[src/rtl/if_fetch_pkg.sv]
// Shared definitions for the fetch stage and its neighbours: opcode codes,
// instruction word field positions and the IF/ID register layout.
package if_fetch_pkg;

    localparam logic [2:0] OPNOP  = 3'b000;
    localparam logic [2:0] OPADD  = 3'b001;
    localparam logic [2:0] OPMUL  = 3'b010;
    localparam logic [2:0] OPADDI = 3'b011;

    localparam int OP_LSB   = 0;
    localparam int RD_LSB   = 3;
    localparam int RS1_LSB  = 8;
    localparam int RS2_LSB  = 13;
    localparam int IMM_LSB  = 18;
    localparam int RSVD_BIT = 30;
    localparam int HALT_BIT = 31;

    typedef enum logic [1:0] {
        ST_IDLE,
        ST_RUN,
        ST_HALT
    } fetch_state_e;

    typedef struct packed {
        logic [2:0]  opcode;
        logic [4:0]  rd;
        logic [4:0]  rs1;
        logic [4:0]  rs2;
        logic [11:0] imm;
    } ifid_t;

    localparam ifid_t IFID_NOP = '0;

endpackage

[src/rtl/if_fetch_stage_imem.sv]
// Instruction memory: one synchronous write port, one combinational read port.
// Contents are deliberately not reset so a loaded program survives rst.
module if_imem #(
    parameter int DEPTH  = 32,
    parameter int IWIDTH = 32,
    parameter int AW     = $clog2(DEPTH)
) (
    input  logic              clk,
    input  logic              we,
    input  logic [AW-1:0]     waddr,
    input  logic [IWIDTH-1:0] wdata,
    input  logic [AW-1:0]     raddr,
    output logic [IWIDTH-1:0] rdata
);

    logic [IWIDTH-1:0] mem [DEPTH];

    always_ff @(posedge clk) begin
        if (we) begin
            mem[waddr] <= wdata;
        end
    end

    assign rdata = mem[raddr];

endmodule

[src/rtl/if_fetch_stage.sv]
// Fetch stage: PC, run/halt control and the IF/ID register feeding idexwb_pipe.
// The memory write port is only honoured while fetch is not running.
module if_fetch_stage
    import if_fetch_pkg::*;
#(
    parameter int DEPTH  = 32,
    parameter int IWIDTH = 32,
    parameter int AW     = $clog2(DEPTH)
) (
    input  logic              clk,
    input  logic              rst,
    input  logic              go,
    input  logic              stall,
    input  logic              imem_we,
    input  logic [AW-1:0]     imem_addr,
    input  logic [IWIDTH-1:0] imem_wdata,
    output logic [2:0]        opcode,
    output logic [4:0]        Rs1,
    output logic [4:0]        Rs2,
    output logic [4:0]        Rd,
    output logic [11:0]       imm,
    output logic              start,
    output logic              running,
    output logic              halted,
    output logic [AW-1:0]     pc
);

    fetch_state_e      state_q, state_d;
    logic [AW-1:0]     pc_q, pc_d;
    ifid_t             ifid_q, ifid_d;
    logic              start_q, start_d;
    logic [IWIDTH-1:0] fetch_word;
    ifid_t             fetched;
    logic              unused_rsvd;

    if_imem #(
        .DEPTH (DEPTH),
        .IWIDTH(IWIDTH),
        .AW    (AW)
    ) u_imem (
        .clk  (clk),
        .we   (imem_we && (state_q != ST_RUN)),
        .waddr(imem_addr),
        .wdata(imem_wdata),
        .raddr(pc_q),
        .rdata(fetch_word)
    );

    assign fetched.opcode = fetch_word[OP_LSB  +: 3];
    assign fetched.rd     = fetch_word[RD_LSB  +: 5];
    assign fetched.rs1    = fetch_word[RS1_LSB +: 5];
    assign fetched.rs2    = fetch_word[RS2_LSB +: 5];
    assign fetched.imm    = fetch_word[IMM_LSB +: 12];
    assign unused_rsvd    = fetch_word[RSVD_BIT];

    // go restarts from any state and beats stall; a HALT word is consumed
    // (pc advances past it) but never presented downstream.
    always_comb begin
        state_d = state_q;
        pc_d    = pc_q;
        ifid_d  = ifid_q;
        start_d = start_q;
        if (go) begin
            state_d = ST_RUN;
            pc_d    = '0;
            ifid_d  = IFID_NOP;
            start_d = 1'b0;
        end else if ((state_q == ST_RUN) && !stall) begin
            pc_d = pc_q + AW'(1);
            if (fetch_word[HALT_BIT]) begin
                state_d = ST_HALT;
                ifid_d  = IFID_NOP;
                start_d = 1'b0;
            end else begin
                ifid_d  = fetched;
                start_d = 1'b1;
            end
        end
    end

    always_ff @(posedge clk or posedge rst) begin
        if (rst) begin
            state_q <= ST_IDLE;
            pc_q    <= '0;
            ifid_q  <= IFID_NOP;
            start_q <= 1'b0;
        end else begin
            state_q <= state_d;
            pc_q    <= pc_d;
            ifid_q  <= ifid_d;
            start_q <= start_d;
        end
    end

    assign opcode  = ifid_q.opcode;
    assign Rd      = ifid_q.rd;
    assign Rs1     = ifid_q.rs1;
    assign Rs2     = ifid_q.rs2;
    assign imm     = ifid_q.imm;
    assign start   = start_q;
    assign running = (state_q == ST_RUN);
    assign halted  = (state_q == ST_HALT);
    assign pc      = pc_q;

endmodule

[config.mk]
export PLATFORM = sky130hd
export DESIGN_NAME = if_fetch_stage
export DESIGN_NICKNAME = d
export VERILOG_FILES = /design/src/rtl/if_fetch_pkg.sv /design/src/rtl/if_fetch_stage_imem.sv /design/src/rtl/if_fetch_stage.sv
export SDC_FILE = /design/constraint.sdc
export NUM_CORES = 1
export LEC_CHECK = 0
export CORE_MARGIN = 4
export CORE_UTILIZATION = 24
export CTS_BUF_LIST = sky130_fd_sc_hd__clkbuf_16
export DETAILED_ROUTE_END_ITERATION = 10
export DONT_BUFFER_PORTS = 1
export SYNTH_ARGS = -nofsm -noshare
export SYNTH_HDL_FRONTEND = slang
export SYNTH_SLANG_ARGS = --single-unit
[constraint.sdc]
create_clock -name clk -period 4.5 [get_ports clk]
set_clock_uncertainty 0.2 [all_clocks]
set_input_delay 0.675 -clock clk [delete_from_list [all_inputs] [get_ports clk]]
set_output_delay 0.675 -clock clk [all_outputs]
set_load 0.05 [all_outputs]
Word-level counts from Yosys, hierarchy flattened
Memory sizes are Yosys's and may differ from the RTL's.
Cells that the tools add are included.
{"block": "word_totals", "word_cells": 32, "mem_bits_rw": 1024, "n_memories": 1, "input_bits": 42, "regBits": 38, "out_inout_bits": 38}
{"block": "classes", "eq_ne": 3, "addsub": 1, "reduce_logical": 6, "muxes": 13}
{"memory": "u_imem.mem", "depth": 32, "width": 32, "rd": 1, "rd_ports_with_merged_regs": 0, "write_ports": 1, "line_no": "if_fetch_stage_imem.sv:16", "rtl": "logic [IWIDTH-1:0] mem [DEPTH];"}
{"operator": "$mux 30", "n": 3}
{"operator": "$mux 5", "n": 2}
{"operator": "$mux 2", "n": 3}
{"operator": "$add 5x1->5 const B", "n": 1}
{"operator": "$mux 1", "n": 5}
{"operator": "$reduce_bool 2->1", "n": 2}
{"operator": "$eq 2x1->1 const B", "n": 1}
{"operator": "$eq 2x2->1 const B", "n": 1}
{"operator": "$logic_and 1x1->1", "n": 2}
{"operator": "$ne 2x1->1 const B", "n": 1}
{"operator": "$reduce_and 2->1", "n": 1}
{"operator": "$logic_not 1->1", "n": 1}

Depth between registers and ports, before layout
Gate-level depths: netlist of run 1.
{"block": "depth", "word_depth": 4, "mapped_depth": 10, "depth_no_buf": 6}

By module
From an unflattened synthesis of run 1, not the netlist that was laid out.
{"block": "unflattened", "hier_cells": 2332, "area_unflattened_um2": 41355.9}
{"module": "if_imem", "cells_each": 2228, "seq_area_each_um2": 30749.5, "area_each_um2": 39844.5, "instances": 1}
{"module": "if_fetch_stage", "cells_each": 104, "seq_area_each_um2": 950.9, "area_each_um2": 1511.4, "instances": 1}

Worst setup path before layout of run 1
Ideal clock, no wire load.
{"block": "synth_timing", "kind": "in2reg", "startpoint": "input imem_addr[1]", "endpoint": "memory u_imem.mem[12][0], enable pin", "n_path_buf": 1, "setup_ns": 0.419, "path_slack_ns": 1.331, "arrival_ns": 2.550, "path_stages": 3, "t_required_ns": 3.881, "cell_sequence": "or3_1 -> clkbuf_1 -> nor2_1"}
{"item": "start: declaration", "line_no": "if_fetch_stage.sv:15", "rtl": "input logic [AW-1:0] imem_addr,"}
{"item": "end: declaration", "line_no": "if_fetch_stage_imem.sv:16"}
Straight into the memory's write port.

Final worst setup path of run 1
{"block": "layout_timing", "startpoint": "register pc_q[1], in the netlist pc[1]", "endpoint": "register ifid_q, in the netlist Rs1[3]"}
{"block": "layout_between", "elab_chain_cells": 4}
{"item": "start: declaration", "line_no": "if_fetch_stage.sv:29", "rtl": "logic [AW-1:0] pc_q, pc_d;"}
{"item": "start signal: assignment", "line_no": "if_fetch_stage.sv:89", "rtl": "pc_q <= pc_d;"}
{"item": "$mem_v2 32x32"}
{"item": "$mux 30", "line_no": "if_fetch_stage.sv:70", "rtl": "if (fetch_word[HALT_BIT]) begin"}
{"item": "$mux 30", "line_no": "if_fetch_stage.sv:68", "rtl": "end else if ((state_q == ST_RUN) && !stall) begin"}
{"item": "$mux 30", "line_no": "if_fetch_stage.sv:63", "rtl": "if (go) begin"}
{"item": "end signal: assignment", "line_no": "if_fetch_stage.sv:90", "rtl": "ifid_q <= ifid_d;"}
{"item": "end: declaration", "line_no": "if_fetch_stage.sv:30", "rtl": "ifid_t ifid_q, ifid_d;"}
No other way between the ends. The select of a mux whose other input is x is not followed.
A chain may end at the register's enable or synchronous reset.

==> results list, run 1 <==
- The first detailed-routing pass took 5 iterations.
- Fraction of final layout cells with drive strength greater than 1: 21.0%
* Final core utilization: 28.2%
- The number of hold buffers added after CTS was 33.
* Deepest level of the CTS H-tree: 3
- In the routed design, unresolved DRC markers number 0.
* Number of sinks on the clock net: 1030
- A synthesized cell averages 20.3 um^2.
* Standard cell area after detailed placement: 43100 um^2
* Prevailing post-synth register cell: sky130_fd_sc_hd__edfxtp_1
* Endpoint required time on the critical path: 4.87 ns
- After detailed routing, the average wire length per cell comes to 23.5 um.
- Fraction of registers with async set/reset: 3.69%
- Number of slew-limit violations in the final report: 0
* Cell area after layout: 46700 um^2
- RePlAce Congestion: 0.735
* Tightest Hold Check Type: in2reg
- TritonCTS created 100 clock buffers.
* Clock slew seen by the registers of the worst setup and hold paths: 0.06 ns
- Final wirelength: 102000 um
- Global-route total usage across every layer: 11.4%
- In this run the power density over the cells is 441 nW/um^2.
- The detailed router placed 19751 vias in this run.
- Total die area: 174000 um^2
- The initial utilization of the core area, before any placement, comes to 24.2%.
- Core region area: 166000 um^2
- Synth Net Count: 2014
- The critical path is of the reg2reg type.
- The floorplan step set the die height to 417 um.
- Post-CTS setup buffer count: 0
- Sort of element at the end of the critical path: flip-flop
- Of all cell types, the one taking the most synthesized area is sky130_fd_sc_hd__edfxtp_1.
- Stage delay of the slowest cell on the critical path: 1.04 ns
- Register bit total from synthesis: 1030
- CP max FO: 25
* Top cell type's share of synthesized area: 74.3%
- Worst Setup Start Kind: flip-flop
* Top-level I/O count: 80
- Setup slack on the worst reg-to-reg path comes out at 0.98 ns.
* Ratio of routed vias to standard cells: 4.56
- Data arrives at the worst endpoint at 3.89 ns.
- The root buffer cell chosen for the clock tree is sky130_fd_sc_hd__clkbuf_16.
- The count of endpoints failing hold in the final timing report is 0.
* Net total in the final layout: 2094
- Tightest slew margin relative to the limit: 19.8%
- The count of nets left with antenna violations once routing finished came out at 0.
- Leakage power: 14.0 nW
- Pin count of the biggest net entering global routing: 115
* Critical-path top delay cell: sky130_fd_sc_hd__or4_2
- In this run, distinct cell masters in the synthesized netlist total 43.
- PortBufs: 0
* Number of max-capacitance violations reported: 0
- Total negative slack: 0 ns
* Area contributors post-synth: sky130_fd_sc_hd__edfxtp_1 (74%), sky130_fd_sc_hd__mux4_2 (8.1%), sky130_fd_sc_hd__mux2i_1 (5.2%), sky130_fd_sc_hd__dfrtp_1 (2.4%), sky130_fd_sc_hd__a221oi_1 (2.1%)
- Total standard cell area after synthesis: 40100 um^2
* Post-CTS Resized: 0
- The first global-routing pass estimated 146000 um of wire.
- Crit path cell chain: mux2i_1 -> a22oi_1 -> nand3_1 -> nand4_1 -> or4_2 -> buf_4 -> a211oi_2
* VDD IR-drop max: 0.312 mV
- Counting every instance in the synthesized netlist gives 1971.
- Slew at the pin closest to its max-slew limit: 1.20 ns
- Based on the critical path, the design can be clocked at up to 284 MHz.
* Detailed-placement wirelength estimate: 57600 um
- Detailed router's first-iteration violation count: 2057
* Cell family with the largest share of critical-path delay: simple AND/OR/NAND/NOR gates
* Number of filler cells placed in the layout: 16274
- Setup Viol. Count Final: 0
- CTS tree: built
* Worst-Skew Late Latency: 0.67 ns
* Vias in the first global route: 19996
* Tmin final: 3.52 ns
* Count of flip-flops with a built-in enable after synthesis: 992
- Die Width: 417 um
* Synth-to-layout area growth: 16.5%
* Placement Rows: 149
- Sequential cells were found to cover 76.7% of the synthesized design area.
- Critical path buffers and inverters: 1
- Unrepaired setup endpoints after global routing: no
- Dividing the final minimum period by the clock period gives 78.2%.
- Number of buffers on the longest clock path: 3
- Synth warnings: 0
- The initial antenna violation count is 7.
- Overall overflow remaining after global route: 0
- The run finished with clean final reports.
## tightest hold or removal path, cell delays in order
cell and delay, ns:
sky130_fd_sc_hd__nor3b_2 0.07, sky130_fd_sc_hd__nand2_1 0.08, sky130_fd_sc_hd__a21oi_1 0.05
## report_power, final
| part | switching [mW] | internal, mW | leakage (nW) | total [mW] |
|---|---|---|---|---|
| Clock | 3.58 | 4.53 | 1.66 | 8.10 |
| Combinational | 0.988 | 0.761 | 2.90 | 1.75 |
| Sequential | 0.153 | 10.6 | 9.43 | 10.7 |
## stage by stage
stage	power, mW	worst slack (ns)	hold WS [ns]	instances
after floorplan	12.2	1.33	0.285	1971
after global placement	12.5	1.10	0.299	4105
after detailed placement	12.6	1.05	0.318	4105
after CTS	20.8	1.02	0.00291	4327
after global routing	21.3	0.891	0.0312	4328
final	20.6	0.981	0.0522	4330
## registers in the layout (all words and copies together), names as in the netlist
name and count:
Rs2 5, imm 12, Rd 5, start 1, u_imem.mem 992, opcode 3
pc 5, state_q 2, Rs1 5
## cells by family after synthesis
logic type	count (synthesis)	share of synthesized area, %
flip-flops	1030	76.7
XOR/XNOR	4	0.0874
buffers and inverters	122	1.82
multiplexers	376	14.0
AO/OA/AOI/OAI	258	5.23
adder cells (fa/ha/maj)	1	0.0312
AND/OR/NAND/NOR	180	2.20
## layout by cell type, fill, tap and decap left out, types with 25 or more instances in the layout
master,count
sky130_fd_sc_hd__mux4_2,144
sky130_fd_sc_hd__buf_12,25
sky130_fd_sc_hd__o21ai_0,25
sky130_fd_sc_hd__edfxtp_1,992
sky130_fd_sc_hd__nor2_1,33
sky130_fd_sc_hd__nand3b_1,27
sky130_fd_sc_hd__nand2_1,45
sky130_fd_sc_hd__mux2i_1,208
sky130_fd_sc_hd__dlygate4sd3_1,28
sky130_fd_sc_hd__nor2_4,34
sky130_fd_sc_hd__inv_1,26
sky130_fd_sc_hd__dfrtp_1,33
sky130_fd_sc_hd__a221oi_1,95
sky130_fd_sc_hd__buf_4,43
sky130_fd_sc_hd__a21oi_1,40
sky130_fd_sc_hd__clkbuf_16,100
sky130_fd_sc_hd__a22oi_1,30
## path summary, 6_finish.rpt
| path | from | to | cells after the start |
|---|---|---|---|
| max | pc[1] | Rs1[3] | 7 |
| min | stall | pc[1] | 3 |
| max reg2reg | pc[1] | Rs1[3] | 7 |
| min reg2reg | state_q[0] | state_q[0] | 1 |
| max in group asynchronous | rst | imm[3] | 3 |
| min in group asynchronous | rst | Rs2[2] | 2 |
## synth_stat cells, types with 2 or more instances
master / number
sky130_fd_sc_hd__a22oi_1: 30
sky130_fd_sc_hd__buf_6: 14
sky130_fd_sc_hd__mux2i_1: 208
sky130_fd_sc_hd__o21ai_0: 25
sky130_fd_sc_hd__o31ai_1: 6
sky130_fd_sc_hd__and2b_1: 2
sky130_fd_sc_hd__buf_1: 4
sky130_fd_sc_hd__inv_1: 3
sky130_fd_sc_hd__o32a_1: 6
sky130_fd_sc_hd__buf_12: 3
sky130_fd_sc_hd__buf_2: 27
sky130_fd_sc_hd__mux2_2: 24
sky130_fd_sc_hd__dfrtp_1: 38
sky130_fd_sc_hd__nor3_1: 6
sky130_fd_sc_hd__mux4_2: 144
sky130_fd_sc_hd__or3_1: 2
sky130_fd_sc_hd__a211oi_2: 23
sky130_fd_sc_hd__clkbuf_1: 52
sky130_fd_sc_hd__o21ai_1: 6
sky130_fd_sc_hd__nor2b_1: 2
sky130_fd_sc_hd__a211oi_1: 2
sky130_fd_sc_hd__nand3b_1: 27
sky130_fd_sc_hd__xnor2_1: 2
sky130_fd_sc_hd__buf_8: 2
sky130_fd_sc_hd__a221oi_1: 95
sky130_fd_sc_hd__nand3_1: 5
sky130_fd_sc_hd__and2_1: 2
sky130_fd_sc_hd__edfxtp_1: 992
sky130_fd_sc_hd__nand4_1: 4
sky130_fd_sc_hd__nand2_1: 45
sky130_fd_sc_hd__a21oi_1: 40
sky130_fd_sc_hd__o2111a_1: 24
sky130_fd_sc_hd__xor2_1: 2
sky130_fd_sc_hd__buf_4: 16
sky130_fd_sc_hd__nand2b_1: 14
sky130_fd_sc_hd__nor2_1: 67
## area by class of cell
class	instances	area, um^2	area share [%]
inverter	4	15.0	0.0322
tap	2189	2740	5.87
multi-input combinational	819	8890	19.0
sequential	1030	30800	65.9
antenna	3	7.51	0.0161
clock buffer	100	2500	5.36
timing repair buffer	96	1100	2.36
clock inverter	89	674	1.44
## metal layers
layer	vias up	global-route usage [%]	share of wire [%]
li1	8415	-	-
met1	10468	15.5	42
met2	747	18.9	48
met3	121	2.11	7.2
met4	0	3.07	2.1
met5	-	0	0
No activity file was read; power rests on OpenSTA's default activity.
==> run 2, diff against run 1 <==
clock period = 3.2 ns   (was 4.5 ns; I/O delays follow)
==> run 2 against run 1 <==
Clock power grew 42%. Clock-buffer cell count grew 2. Global-route usage grew 0.17 points. Utilization grew 0.29 points. Combinational power grew 47%. Sequential share of layout area shrank 0.66 points. Critical path type unchanged. Largest power group unchanged. Routed wire length grew 1.1%. Via count grew 0.93%. Final area grew 1.0%. Maximum frequency grew 24%. Critical path depth shrank 1.
==> results list, run 2 (same netlist as run 1, synthesis figures left out) <==
- Detailed router's first-iteration violation count: 2132 (+3.6%)
- Kind of critical path: reg2reg
- The slack of the worst reg-to-reg path is 0.35 ns (-0.63 ns).
- Number of max-capacitance violations reported: 0 (unchanged)
- The number of antenna-violating nets in the routed design came to 0 (unchanged).
- The worst register-to-register path ends at imm[3].
* Largest register FFs: 992 (unchanged)
* Clock slew seen by the registers of the worst setup and hold paths: 0.06 ns (about the same)
* Cell depth of the worst hold path: 3 (unchanged)
* Total negative slack: 0 ns (unchanged)
* Synth-to-layout area growth: 17.7%
- The total iterations of the first detailed-routing run came to 5 (unchanged).
* Total via count in the routed design: 19935 (+0.93%)
- CTS Buf Count: 102 (+2.0%)
- Critical-path top delay cell: sky130_fd_sc_hd__dfrtp_4
- Top-level I/O count: 80 (unchanged)
- The number of global-route vias before repair is 20259 (+1.3%).
- RePlAce Congestion: 0.734 (about the same)
- The combined buffer and inverter count along the critical path was 1 (unchanged).
- Final total power: 29.1 mW (+41%)
- Fraction of final layout cells with drive strength greater than 1: 22.9% (+1.9 points)
- The post-layout utilization of the core is 28.5% (+0.29 points).
- The worst setup path is launched from a flip-flop.
* CTS tree: built
* Stage delay of the slowest cell on the critical path: 0.72 ns (-0.32 ns)
- Tmin final: 2.85 ns (-0.674 ns)
- The worst ir drop on vdd was 0.448 mV (+44%).
- Arrival time at the worst endpoint: 3.17 ns (-0.72 ns)
* First-pass GRT wire length: 148000 um (+1.2%)
- Leading cell type in the layout, fill and taps excluded: sky130_fd_sc_hd__edfxtp_1
- The tree is rooted in a sky130_fd_sc_hd__clkbuf_16.
- Net total in the final layout: 2140 (+2.2%)
* Endpoint required time on the critical path: 3.53 ns (-1.34 ns)
* Deepest level of the CTS H-tree: 3 (unchanged)
* Hold path start: go
- The flow ran to the end, and the final reports show no timing, DRC or antenna violations.
* Register containing the most flip-flops in the final layout: u_imem.mem
- The latest clock arrival within the worst-skew pair was 0.66 ns (about the same).
* Number of sinks on the clock net: 1030 (unchanged)
- Average wire per cell in the routed design: 23.5 um (about the same)
* Portion of the clock cycle consumed by the worst path in the final layout: 88.9% (+11 points)
- Post-CTS Resized: 0 (unchanged)
- Among cell families on the critical path, the largest total delay comes from flip-flops.
* Global-route total usage across every layer: 11.6% (+0.17 points)
- The routed wire length is 103000 um (+1.1%).
- Setup Viol. Count Final: 0 (unchanged)
* Die Width: 417 um (unchanged)
- The area of the placeable core was 166000 um^2 (unchanged).
- In the layout the commonest cells are sky130_fd_sc_hd__edfxtp_1 (992), sky130_fd_sc_hd__mux2i_1 (208), sky130_fd_sc_hd__mux4_2 (144).
* Starting utilization of the core area: 24.2% (unchanged)
- WHS: 0.0654 ns (+0.0132 ns)
- The number of buffer cells added on primary ports was 0 (unchanged).
* DRC viols: 0 (unchanged)
* Number of buffers on the longest clock path: 3 (unchanged)
- The normalized max-slew margin was 16.9% (-2.9 points).
* Crit path cell chain: buf_4 -> mux4_2 -> nand2b_1 -> a21oi_1 -> o32a_1 -> o21ai_1
- Leakage power: 14.2 nW (+1.9%)
* Unrepaired setup endpoints after global routing: no
* Pin count of the biggest net entering global routing: 73 (-37%)
- Cell area after layout: 47200 um^2 (+1.0%)
* CP max FO: 45 (+80%)
- The initial antenna violation count is 5 (-2).
- Power density over cell area: 617 nW/um^2 (+40%)
- In this run the critical register-to-register path is launched from pc[1].
* Count of final hold-check violations: 0 (unchanged)
- The min-delay analysis places its worst path in the category in2reg.
- The placed standard-cell area is 43500 um^2 (+0.88%).
- The estimated wirelength of the detail-placed design is 57700 um (+0.26%).
- Total die area: 174000 um^2 (unchanged)
* Die span in y: 417 um (unchanged)
- Sort of element at the end of the critical path: flip-flop
- The pin slew with the least headroom to its limit was 1.24 ns (+0.0440 ns).
- The length in cells of the worst reg-to-reg path is 6 (-1).
* Terminating pin of the worst hold path: imm[2]
* Ratio of routed vias to standard cells: 4.55 (-0.15%)
* Achievable frequency: 351 MHz (+24%)
- The number of fill cells is 16238 (-0.22%).
* Number of slew-limit violations in the final report: 0 (unchanged)
- The number of placement rows is 149 (unchanged).
* Overall overflow remaining after global route: 0 (unchanged)
[run 2: changes by cell type in the layout (fill, tap and decap cells not counted), sizes merged]
cell,delta
clkinv,+6
buf,+37
clkinvlp,+2
clkbuf,+2
inv,-7
dlygate4sd3,+7
[run 2: worst max path at each step]
stage                          start                 to  slack, ns  cells past startpoint
final                          pc[1]             imm[3]       0.35                      6
after global routing           pc[1]             imm[0]       0.20                      7
after CTS                      pc[1]              Rd[2]       0.35                      6
after detailed placement       pc[1]             imm[0]       0.37                      7
after global placement         pc[1]             imm[1]       0.33                      6
after floorplan           state_q[1]  u_imem.mem[12][0]       0.17                      6
[run 2: repair_timing]
| action | CTS | global route |
|---|---|---|
| buffers inserted | 0 | 0 |
| hold buffers | 40 | 0 |
| hold endpoints to repair | 1037 | 0 |
[run 2: final cells by class]
| type | count | area (um^2) | area share, % |
|---|---|---|---|
| Timing Repair Buffer | 140 | 1550 | 3.29 |
| Antenna cell | 3 | 7.51 | 0.0159 |
| Multi-Input combinational cell | 819 | 8890 | 18.9 |
| Clock inverter | 90 | 651 | 1.38 |
| Tap cell | 2189 | 2740 | 5.81 |
| Inverter | 4 | 15.0 | 0.0318 |
| Sequential cell | 1030 | 30800 | 65.2 |
| Clock buffer | 102 | 2550 | 5.41 |
[run 2: per-stage QoR]
step           setup WS (ns)  std cells
3_3_place_gp           0.333       4142
6_report               0.355       4377
2_1_floorplan          0.172       1971
4_1_cts                0.350       4374
3_5_place_dp           0.370       4142
5_1_grt                0.203       4374
[run 2: layer usage]
metal | up-vias | track usage (%) | share of wire [%]
met4 | 2 | 3.58 | 2.6
met3 | 153 | 2.10 | 6.2
met2 | 671 | 19.5 | 49
met1 | 10608 | 15.3 | 42
li1 | 8501 | - | -
met5 | - | 0 | 0.013
[run 2: tightest hold or removal path: stages]
cell	delay [ns]
sky130_fd_sc_hd__nor2_4	0.13
sky130_fd_sc_hd__nand2_1	0.19
sky130_fd_sc_hd__a211oi_2	0.08
[run 2: where the power goes]
group / switching [mW] / internal, mW / total, mW
Clock: 5.03 / 6.45 / 11.5
Sequential: 0.174 / 14.9 / 15.0
Combinational: 1.44 / 1.13 / 2.58
Total: 6.65 / 22.5 / 29.1
==> run 3, diff against run 2 <==
CTS_CLUSTER_SIZE = 12   (was unset)
==> run 3 against run 2 <==
Clock-buffer cell count grew 3. Non-clock buffer count is the same. Sequential power is essentially flat. Critical path depth is the same. Die area is the same. Maximum frequency grew 0.70%. Final area shrank 0.34%. Via count shrank 0.20%. Flip-flop and latch count is the same. Power shrank 1.8%. Register-to-register slack gained 0.02 ns. Setup slack gained 0.020 ns. Critical path type unchanged. Critical endpoint unchanged.
==> results list, run 3 (same netlist as run 1, synthesis figures left out) <==
- The critical path goes through buf_4 -> mux4_2 -> nand2b_1 -> a21oi_1 -> o32a_1 -> o21ai_1.
- The routed wire length came to 104000 um (+0.79%).
- The post-layout utilization of the core came to 28.4% (-0.096 points).
* Stage delay of the slowest cell on the critical path: 0.72 ns (about the same)
- The pin count of the biggest net entering global routing was 73 (unchanged).
- The number of nets in the layout came to 2141 (+0.047%).
* Remaining antenna violation count after routing: 0 (unchanged)
- Critical-path top delay cell: sky130_fd_sc_hd__dfrtp_4
* Arrival time at the worst endpoint: 3.16 ns (about the same)
* Post-CTS Resized: 0 (unchanged)
- Number of max-capacitance violations reported: 0 (unchanged)
- The accumulated negative setup slack was 0 ns (unchanged).
- First-pass GRT wire length: 149000 um (+0.51%)
- Slew at the pin closest to its max-slew limit: 1.27 ns (+0.0226 ns)
* RePlAce Congestion: 0.734 (unchanged)
- The number of global-route vias before repair was 20264 (+0.025%).
* Part of the total power dissipated in the clock network: 38.4% (-1.1 points)
- Standard cell area after detailed placement: 43500 um^2 (unchanged)
* Largest register FFs: 992 (unchanged)
* VDD IR-drop max: 0.462 mV (+3.2%)
- Net switching power: 6.60 mW (-0.70%)
* Deepest level of the CTS H-tree: 3 (unchanged)
* Number of optimization iterations in the first detailed-route pass: 5 (unchanged)
* Tightest slew margin relative to the limit: 15.3% (-1.5 points)
- The max-slew violation count was 0 (unchanged).
* Initial antenna violation count: 6 (+1)
* Top-level I/O count: 80 (unchanged)
- The switching part of the total power came to 23.1% (+0.24 points).
* CTS Buf Count: 103 (+0.98%)
- The highest net fanout along the worst path is 45 (unchanged).
- The peak clock frequency supported by timing is 354 MHz (+0.70%).
- Leakage power: 14.3 nW (about the same)
* Average wire per cell in the routed design: 23.7 um (+0.93%)
- The starting utilization of the core area is 24.2% (unchanged).
* Tmin final: 2.83 ns (-0.0198 ns)
- The count of routing violations after the opening detailed-route iteration is 2083 (-2.3%).
- The area enclosed by the die boundary came to 174000 um^2 (unchanged).
- The worst register-to-register path begins at pc[1].
* Portion of the clock cycle consumed by the worst path in the final layout: 88.3% (-0.62 points)
* Overall overflow remaining after global route: 0 (unchanged)
- Kind of critical path: reg2reg
* Setup Viol. Count Final: 0 (unchanged)
- The number of placement rows is 149 (unchanged).
- Logic gate share of total power: 9.0% (about the same)
- The count of vias placed by the detailed router was 19895 (-0.20%).
- The fraction of layout cells with a size suffix above 1 came to 21.3% (-1.6 points).
* Buffer type at the clock tree root: sky130_fd_sc_hd__clkbuf_16
* CTS tree: built
- The height of the chip is 417 um (unchanged).
- The areal power density over the cells came to 608 nW/um^2 (-1.4%).
- The clock net sink count came to 1030 (unchanged).
* Global-route total usage across every layer: 11.7% (+0.067 points)
- Critical Path Start: pc[1]
* Detailed-placement wirelength estimate: 57700 um (unchanged)
- Fraction of power consumed by sequential logic: 52.6% (+0.9 points)
- The worst hold path begins at go.
- Worst-Skew Late Latency: 0.67 ns (about the same)
- The via-per-instance ratio was 4.55 (about the same).
- Synth-to-layout area growth: 17.3%
- The library cells used most frequently in the layout, excluding fill and tap cells, are sky130_fd_sc_hd__edfxtp_1 (992), sky130_fd_sc_hd__mux2i_1 (208), sky130_fd_sc_hd__mux4_2 (144).
* Cell area after layout: 47000 um^2 (-0.34%)
* Register containing the most flip-flops in the final layout: u_imem.mem
* Core region area: 166000 um^2 (unchanged)
- The horizontal die dimension is 417 um (unchanged).
- Tightest Hold Check Type: in2reg
- The flow ran to the end, and the final reports show no timing, DRC or antenna violations.
- The residual DRC count was 0 (unchanged).
* Number of buffers on the longest clock path: 3 (unchanged)
* Clock slew seen by the registers of the worst setup and hold paths: 0.06 ns (about the same)
- The internal power consumption is 22.0 mW (-2.1%).
- Sort of element at the end of the critical path: flip-flop
* Unrepaired setup endpoints after global routing: no
- Count of final hold-check violations: 0 (unchanged)
* Endpoint required time on the critical path: 3.54 ns (about the same)
* Worst Setup Start Kind: flip-flop
- The number of buffer cells added on primary ports is 0 (unchanged).
- Leading cell type in the layout, fill and taps excluded: sky130_fd_sc_hd__edfxtp_1
run 3: cell types whose count changed in the layout (fill, tap and decap cells not counted), sizes merged:
cell and change:
clkinv -26, clkinvlp -3, inv +28, bufinv -7, clkbuf +3, diode -1
run 3: worst max-delay path: cells and delay by family (launching register included):
kind | cells | cell delay [ns]
AO/OA/AOI/OAI | 3 | 0.44
buffers and inverters | 1 | 0.66
flip-flops | 1 | 0.72
multiplexers | 1 | 0.40
AND/OR/NAND/NOR | 1 | 0.15
run 3: power by group through the flow:
stage	Sequential, mW	Clock (mW)	Combinational (mW)
floorplan	15.3	0	1.86
global placement	15.3	0	2.37
detailed placement	15.3	0	2.38
CTS	15.1	11.2	2.61
global route	15.1	11.8	2.78
finish	15.0	11.0	2.58
run 3: final cells by class:
cell class,count,area [um^2]
tap,2189,2740
fill,16231,119000
timing repair buffer,140,1550
multi-input combinational,819,8890
inverter,4,15.0
clock inverter,82,419
sequential,1030,30800
antenna,2,5.00
clock buffer,105,2630
run 3: per-stage QoR:
stage	std cells	hold slack, ns	setup WS, ns	power [mW]
floorplan	1971	0.285	0.172	17.2
global placement	4142	0.301	0.333	17.7
detailed placement	4142	0.309	0.370	17.7
CTS	4369	0.0223	0.348	28.9
global route	4369	0.0591	0.206	29.6
finish	4371	0.0596	0.374	28.6
run 3: per-layer routing:
metal / track usage (%) / part of all wire, % / up-vias
li1: - / - / 8499
met2: 19.7 / 49 / 642
met5: 0 / 0.013 / -
met3: 2.29 / 6.5 / 158
met4: 3.36 / 2.5 / 2
met1: 15.3 / 42 / 10594
run 3: final timing paths:
check / end / slack [ns] / cells after the start
worst max register to register: imm[3] / 0.37 / 6
worst min-delay path: imm[2] / 0.06 / 3
worst min register to register: state_q[0] / 0.33 / 1
max in group asynchronous: pc[0] / 1.81 / 3
worst max-delay path: imm[3] / 0.37 / 6
min in group asynchronous: Rs2[3] / 0.35 / 3
run 3: what timing repair did:
action / in CTS / in global routing
endpoints found under the setup margin: 0 / 0
hold endpoints to repair: 1037 / 0
hold buffers: 40 / 0
buffers inserted: 0 / 0
==> patch 1 (flow settings as in run 2) <==
`RS2_LSB`: 13 -> 15.
--- a/src/rtl/if_fetch_pkg.sv
+++ b/src/rtl/if_fetch_pkg.sv
@@ -12,3 +12,3 @@
     localparam int RS1_LSB  = 8;
-    localparam int RS2_LSB  = 13;
+    localparam int RS2_LSB  = 15;
     localparam int IMM_LSB  = 18;
Function: changed (Yosys sat finds a counterexample within 4 cycles, from zero or initial values and one cycle with rst high).
==> patch 1 against run 2 <==
- combinational power down 23%
- worst setup slack worse by 0.046 ns
- utilization rose by 0.13 points
- global-route usage fell by 0.63 points
- wire length fell by 12%
- design area decreased by 7.4%
- total power decreased by 10%
- register-to-register slack gained 0.02 ns
- synthesized area decreased by 7.7%
- via count shrank 11%
- synthesized cell count shrank 14%
- sequential cell count is 66 lower
- largest power group unchanged
==> patch 1: results (changes against run 2) <==
.. list-table::
   :header-rows: 1

   * - Metric
     - Value
   * - Global Route Usage Sum
     - 11.0% (was 11.6%)
   * - Met1 global-route usage
     - 14.6% (was 15.3%)
   * - Distinct cell type count of the synthesized netlist
     - 50 (was 43)
   * - Leakage dissipation
     - 13.0 nW (was 14.2 nW)
   * - Placement Cell Area
     - 40400 µm² (was 43500 µm²)
   * - Post-layout net count
     - 1893 (was 2140)
   * - Slew @ Worst Pin
     - 1.19 ns (was 1.24 ns)
   * - Placed cell count
     - 3746 (was 4142)
   * - Flip-flop count of the largest register after layout
     - 928 (was 992)
   * - Number of enable-type register cells in the synthesized netlist
     - 928 (was 992)
   * - Global-route track usage on met2
     - 17.9% (was 19.5%)
   * - Peak supply drop
     - 0.365 mV (was 0.448 mV)
   * - Synth async-reset ratio
     - 3.73% (was 3.69%)
   * - Routed wire per std cell
     - 22.9 µm (was 23.5 µm)
   * - Result of the run
     - complete, no violations (unchanged)
   * - Cts bufs inserted
     - 89 (was 102)
   * - Cells taking the most area after synthesis
     - sky130_fd_sc_hd__edfxtp_1 (75%), sky130_fd_sc_hd__mux4_2 (12%), sky130_fd_sc_hd__mux2i_1 (3.9%) (was sky130_fd_sc_hd__edfxtp_1 (74%), sky130_fd_sc_hd__mux4_2 (8.1%), sky130_fd_sc_hd__mux2i_1 (5.2%))
   * - Kind of cell with the highest combined delay on the critical path
     - buffers and inverters (was flip-flops)
   * - Commonest cells in the synthesized netlist
     - sky130_fd_sc_hd__edfxtp_1 (928), sky130_fd_sc_hd__mux4_2 (199), sky130_fd_sc_hd__mux2i_1 (144), sky130_fd_sc_hd__nor2_1 (71), sky130_fd_sc_hd__nand2_1 (49) (was sky130_fd_sc_hd__edfxtp_1 (992), sky130_fd_sc_hd__mux2i_1 (208), sky130_fd_sc_hd__mux4_2 (144), sky130_fd_sc_hd__a221oi_1 (95), sky130_fd_sc_hd__nor2_1 (67))
   * - Cell internal pwr
     - 20.3 mW (was 22.5 mW)
   * - Total met2 wirelength after detailed routing
     - 44000 µm (was 50800 µm)
   * - Biggest cell delay along the critical path
     - 0.65 ns (was 0.72 ns)
   * - Number of antenna violations at the first check in global routing
     - 11 (was 5)
   * - Global-route wire length before repair
     - 130000 µm (was 148000 µm)
   * - Detail Route met3 WL
     - 7370 µm (was 6360 µm)
   * - Pin count of the biggest net entering global routing
     - 44 (was 73)
   * - Share of cells above drive strength 1
     - 25.9% (was 22.9%)
   * - Critical path peak fanout
     - 38 (was 45)
   * - Via density
     - 4.46 (was 4.55)
   * - Highest attainable clock frequency
     - 346 MHz (was 351 MHz)
   * - Vias in the first global route
     - 18200 (was 20300)
   * - Data arrival time at the worst-slack endpoint
     - 2.21 ns (was 3.17 ns)
   * - Routed met1 length
     - 37300 µm (was 43100 µm)
   * - HPWL after detailed placement
     - 54900 µm (was 57700 µm)
   * - Iteration-0 DRC count of the detailed router
     - 1715 (was 2132)
-- patch 1: final cells by class --
cell class / instances / area [µm²]
repair buffers: 155 / 1670
diodes: 5 / 12.5
multi-input cells: 636 / 7940
clock inverters: 74 / 494
clock buffers: 89 / 2230
flip-flops and latches: 964 / 28800
well taps: 2030 / 2540
inverters: 4 / 15.0
fillers: 14700 / 109000
-- patch 1: cell families after synthesis --
| family | share of synthesized area [%] |
|---|---|
| flops | 77.7 |
| mux | 16.0 |
| simple gates | 1.86 |
| compound gates | 2.79 |
| buf+inv | 1.52 |
| xor+xnor | 0.0946 |
| fa+ha+maj | 0.0338 |
-- patch 1: worst paths after layout --
| kind | startpoint | end | slack (ns) | cells after the start |
|---|---|---|---|---|
| setup / recovery | pc[4]$_DFFE_PP0P_ | pc[4] | 0.31 | 3 |
| hold / removal | stall | pc[0]$_DFFE_PP0P_ | 0.06 | 4 |
| setup reg to reg | pc[0]$_DFFE_PP0P_ | Rs2[1]$_DFFE_PP0P_ | 0.37 | 6 |
| hold reg to reg | state_q[1]$_DFFE_PP0P_ | state_q[1]$_DFFE_PP0P_ | 0.34 | 1 |
| max in group asynchronous | rst | Rs2[2]$_DFFE_PP0P_ | 1.79 | 3 |
| min in group asynchronous | rst | imm[11]$_DFFE_PP0P_ | 0.28 | 2 |
-- patch 1: power groups by stage --
stage                     registers (mW)  clock network, mW  logic [mW]
after floorplan                     14.4                  0        1.37
after global placement              14.4                  0        1.76
after detailed placement            14.4                  0        1.78
after CTS                           14.2               10.2        2.02
after global routing                14.2               10.7        2.12
final                               14.2               9.94        1.98
-- patch 1: timing repair --
action / CTS / global route
endpoints found under the setup margin: 0 / 1
hold buffers: 42 / 0
setup buffers: 0 / 1
hold endpoints to repair: 966 / 0
==> patch 2 (settings of run 2) <==
Made on the original files. Encoding of `fetch_state_e`: now one-hot (3 bits for 3 states).
--- a/src/rtl/if_fetch_pkg.sv
+++ b/src/rtl/if_fetch_pkg.sv
@@ -17,6 +17,6 @@
 
-    typedef enum logic [1:0] {
-        ST_IDLE,
-        ST_RUN,
-        ST_HALT
+    typedef enum logic [2:0] {
+        ST_IDLE = 3'b001,
+        ST_RUN  = 3'b010,
+        ST_HALT = 3'b100
     } fetch_state_e;
Formal check against the unedited RTL: same outputs for any inputs over 4 cycles, from zero or initial values and one cycle with rst high; so few cycles prove little.
==> patch 2 against run 2 <==
- synthesized cell count shrank 4.9%
- worst setup slack worse by 0.12 ns
- worst hold slack gained 0.14 ns
- via count shrank 4.9%
- wire length shrank 5.0%
- critical path depth is 3 lower
- combinational power shrank 25%
- design area fell by 0.23%
- synthesized area decreased by 0.93%
- total power down 2.1%
- sequential cell count rose by 1
==> patch 2: results (changes against run 2) <==
.. list-table::
   :header-rows: 1

   * - Metric
     - Value
   * - Total number of vias
     - 19000 (was 19900)
   * - Routed wire per std cell
     - 22.8 µm (was 23.5 µm)
   * - Layout inverter count without the clock tree
     - 3 (was 4)
   * - Post-Place Setup Slack
     - 0.339 ns (was 0.370 ns)
   * - Worst-case register-to-register setup slack
     - 0.41 ns (was 0.35 ns)
   * - Syn Nets
     - 1917 (was 2014)
   * - Routed met1 length
     - 40700 µm (was 43100 µm)
   * - HPWL after detailed placement
     - 55800 µm (was 57700 µm)
   * - Post-layout net count
     - 2057 (was 2140)
   * - Number of filler cells placed in the layout
     - 16100 (was 16200)
   * - Global-route track usage on met2
     - 19.3% (was 19.5%)
   * - Placeable core area
     - 165000 µm² (was 166000 µm²)
   * - Iteration-0 DRC count of the detailed router
     - 1724 (was 2132)
   * - Number of antenna violations at the first check in global routing
     - 15 (was 5)
   * - Min Hold Slack
     - 0.209 ns (was 0.0654 ns)
   * - Count of antenna diodes in the layout
     - 5 (was 3)
   * - Result of the run
     - complete, no violations (unchanged)
   * - Synth async-reset ratio
     - 3.78% (was 3.69%)
   * - Count of multi-input gates
     - 732 (was 819)
   * - Data arrival time at the worst-slack endpoint
     - 2.28 ns (was 3.17 ns)
   * - Placement Cell Area
     - 43400 µm² (was 43500 µm²)
   * - Cells taking the most area after synthesis
     - sky130_fd_sc_hd__edfxtp_1 (75%), sky130_fd_sc_hd__mux4_2 (11%), sky130_fd_sc_hd__dfrtp_1 (2.4%) (was sky130_fd_sc_hd__edfxtp_1 (74%), sky130_fd_sc_hd__mux4_2 (8.1%), sky130_fd_sc_hd__mux2i_1 (5.2%))
   * - Peak supply drop
     - 0.393 mV (was 0.448 mV)
   * - Distinct cell type count of the synthesized netlist
     - 41 (was 43)
   * - Leakage dissipation
     - 13.9 nW (was 14.2 nW)
   * - Met1 global-route usage
     - 14.5% (was 15.3%)
   * - Capturing point of the worst reg2reg path
     - Rs2[2]$_DFFE_PP0P_ (was imm[3]$_DFFE_PP0P_)
[patch 2: cell count changes after synthesis, moves of 30 or more]
cell / before / now
sky130_fd_sc_hd__a21oi_1: 40 / 3
sky130_fd_sc_hd__a221oi_1: 95 / 26
sky130_fd_sc_hd__mux2_2: 24 / 82
sky130_fd_sc_hd__mux2i_1: 208 / 77
sky130_fd_sc_hd__mux4_2: 144 / 196
sky130_fd_sc_hd__o21ai_1: 6 / 39
sky130_fd_sc_hd__o22ai_1: 0 / 30
sky130_fd_sc_hd__o31ai_1: 6 / 52
[patch 2: cell families (layout without fill, tap and decap cells)]
| kind of cell | after synthesis | count (layout) | share of synthesized area, % |
|---|---|---|---|
| other cells | 0 | 5 | 0 |
| mux | 355 | 355 | 15.4 |
| compound gates | 210 | 210 | 3.60 |
| flops | 1031 | 1031 | 77.5 |
| fa+ha+maj | 1 | 1 | 0.0315 |
| simple gates | 162 | 162 | 1.88 |
| xor+xnor | 4 | 4 | 0.0882 |
| buf+inv | 111 | 335 | 1.56 |
[patch 2: report_power, final]
group	switching, mW	internal [mW]	leakage (nW)	total [mW]
clock network	5.03	6.47	1.65	11.5
logic	1.07	0.879	2.85	1.94
registers	0.156	14.9	9.44	15.0
total	6.25	22.2	13.9	28.5
[patch 2: worst max-delay path, stage by stage (launching register included)]
cell,delay (ns)
sky130_fd_sc_hd__dfrtp_4,0.66
sky130_fd_sc_hd__buf_12,0.33
sky130_fd_sc_hd__buf_4,0.30
sky130_fd_sc_hd__buf_4,0.25
[patch 2: timing repair]
action                                   CTS  global route
endpoints found under the setup margin     0             0
hold buffers                              37             0
gates resized for setup                    0             0
endpoints found under the hold margin   1036             0
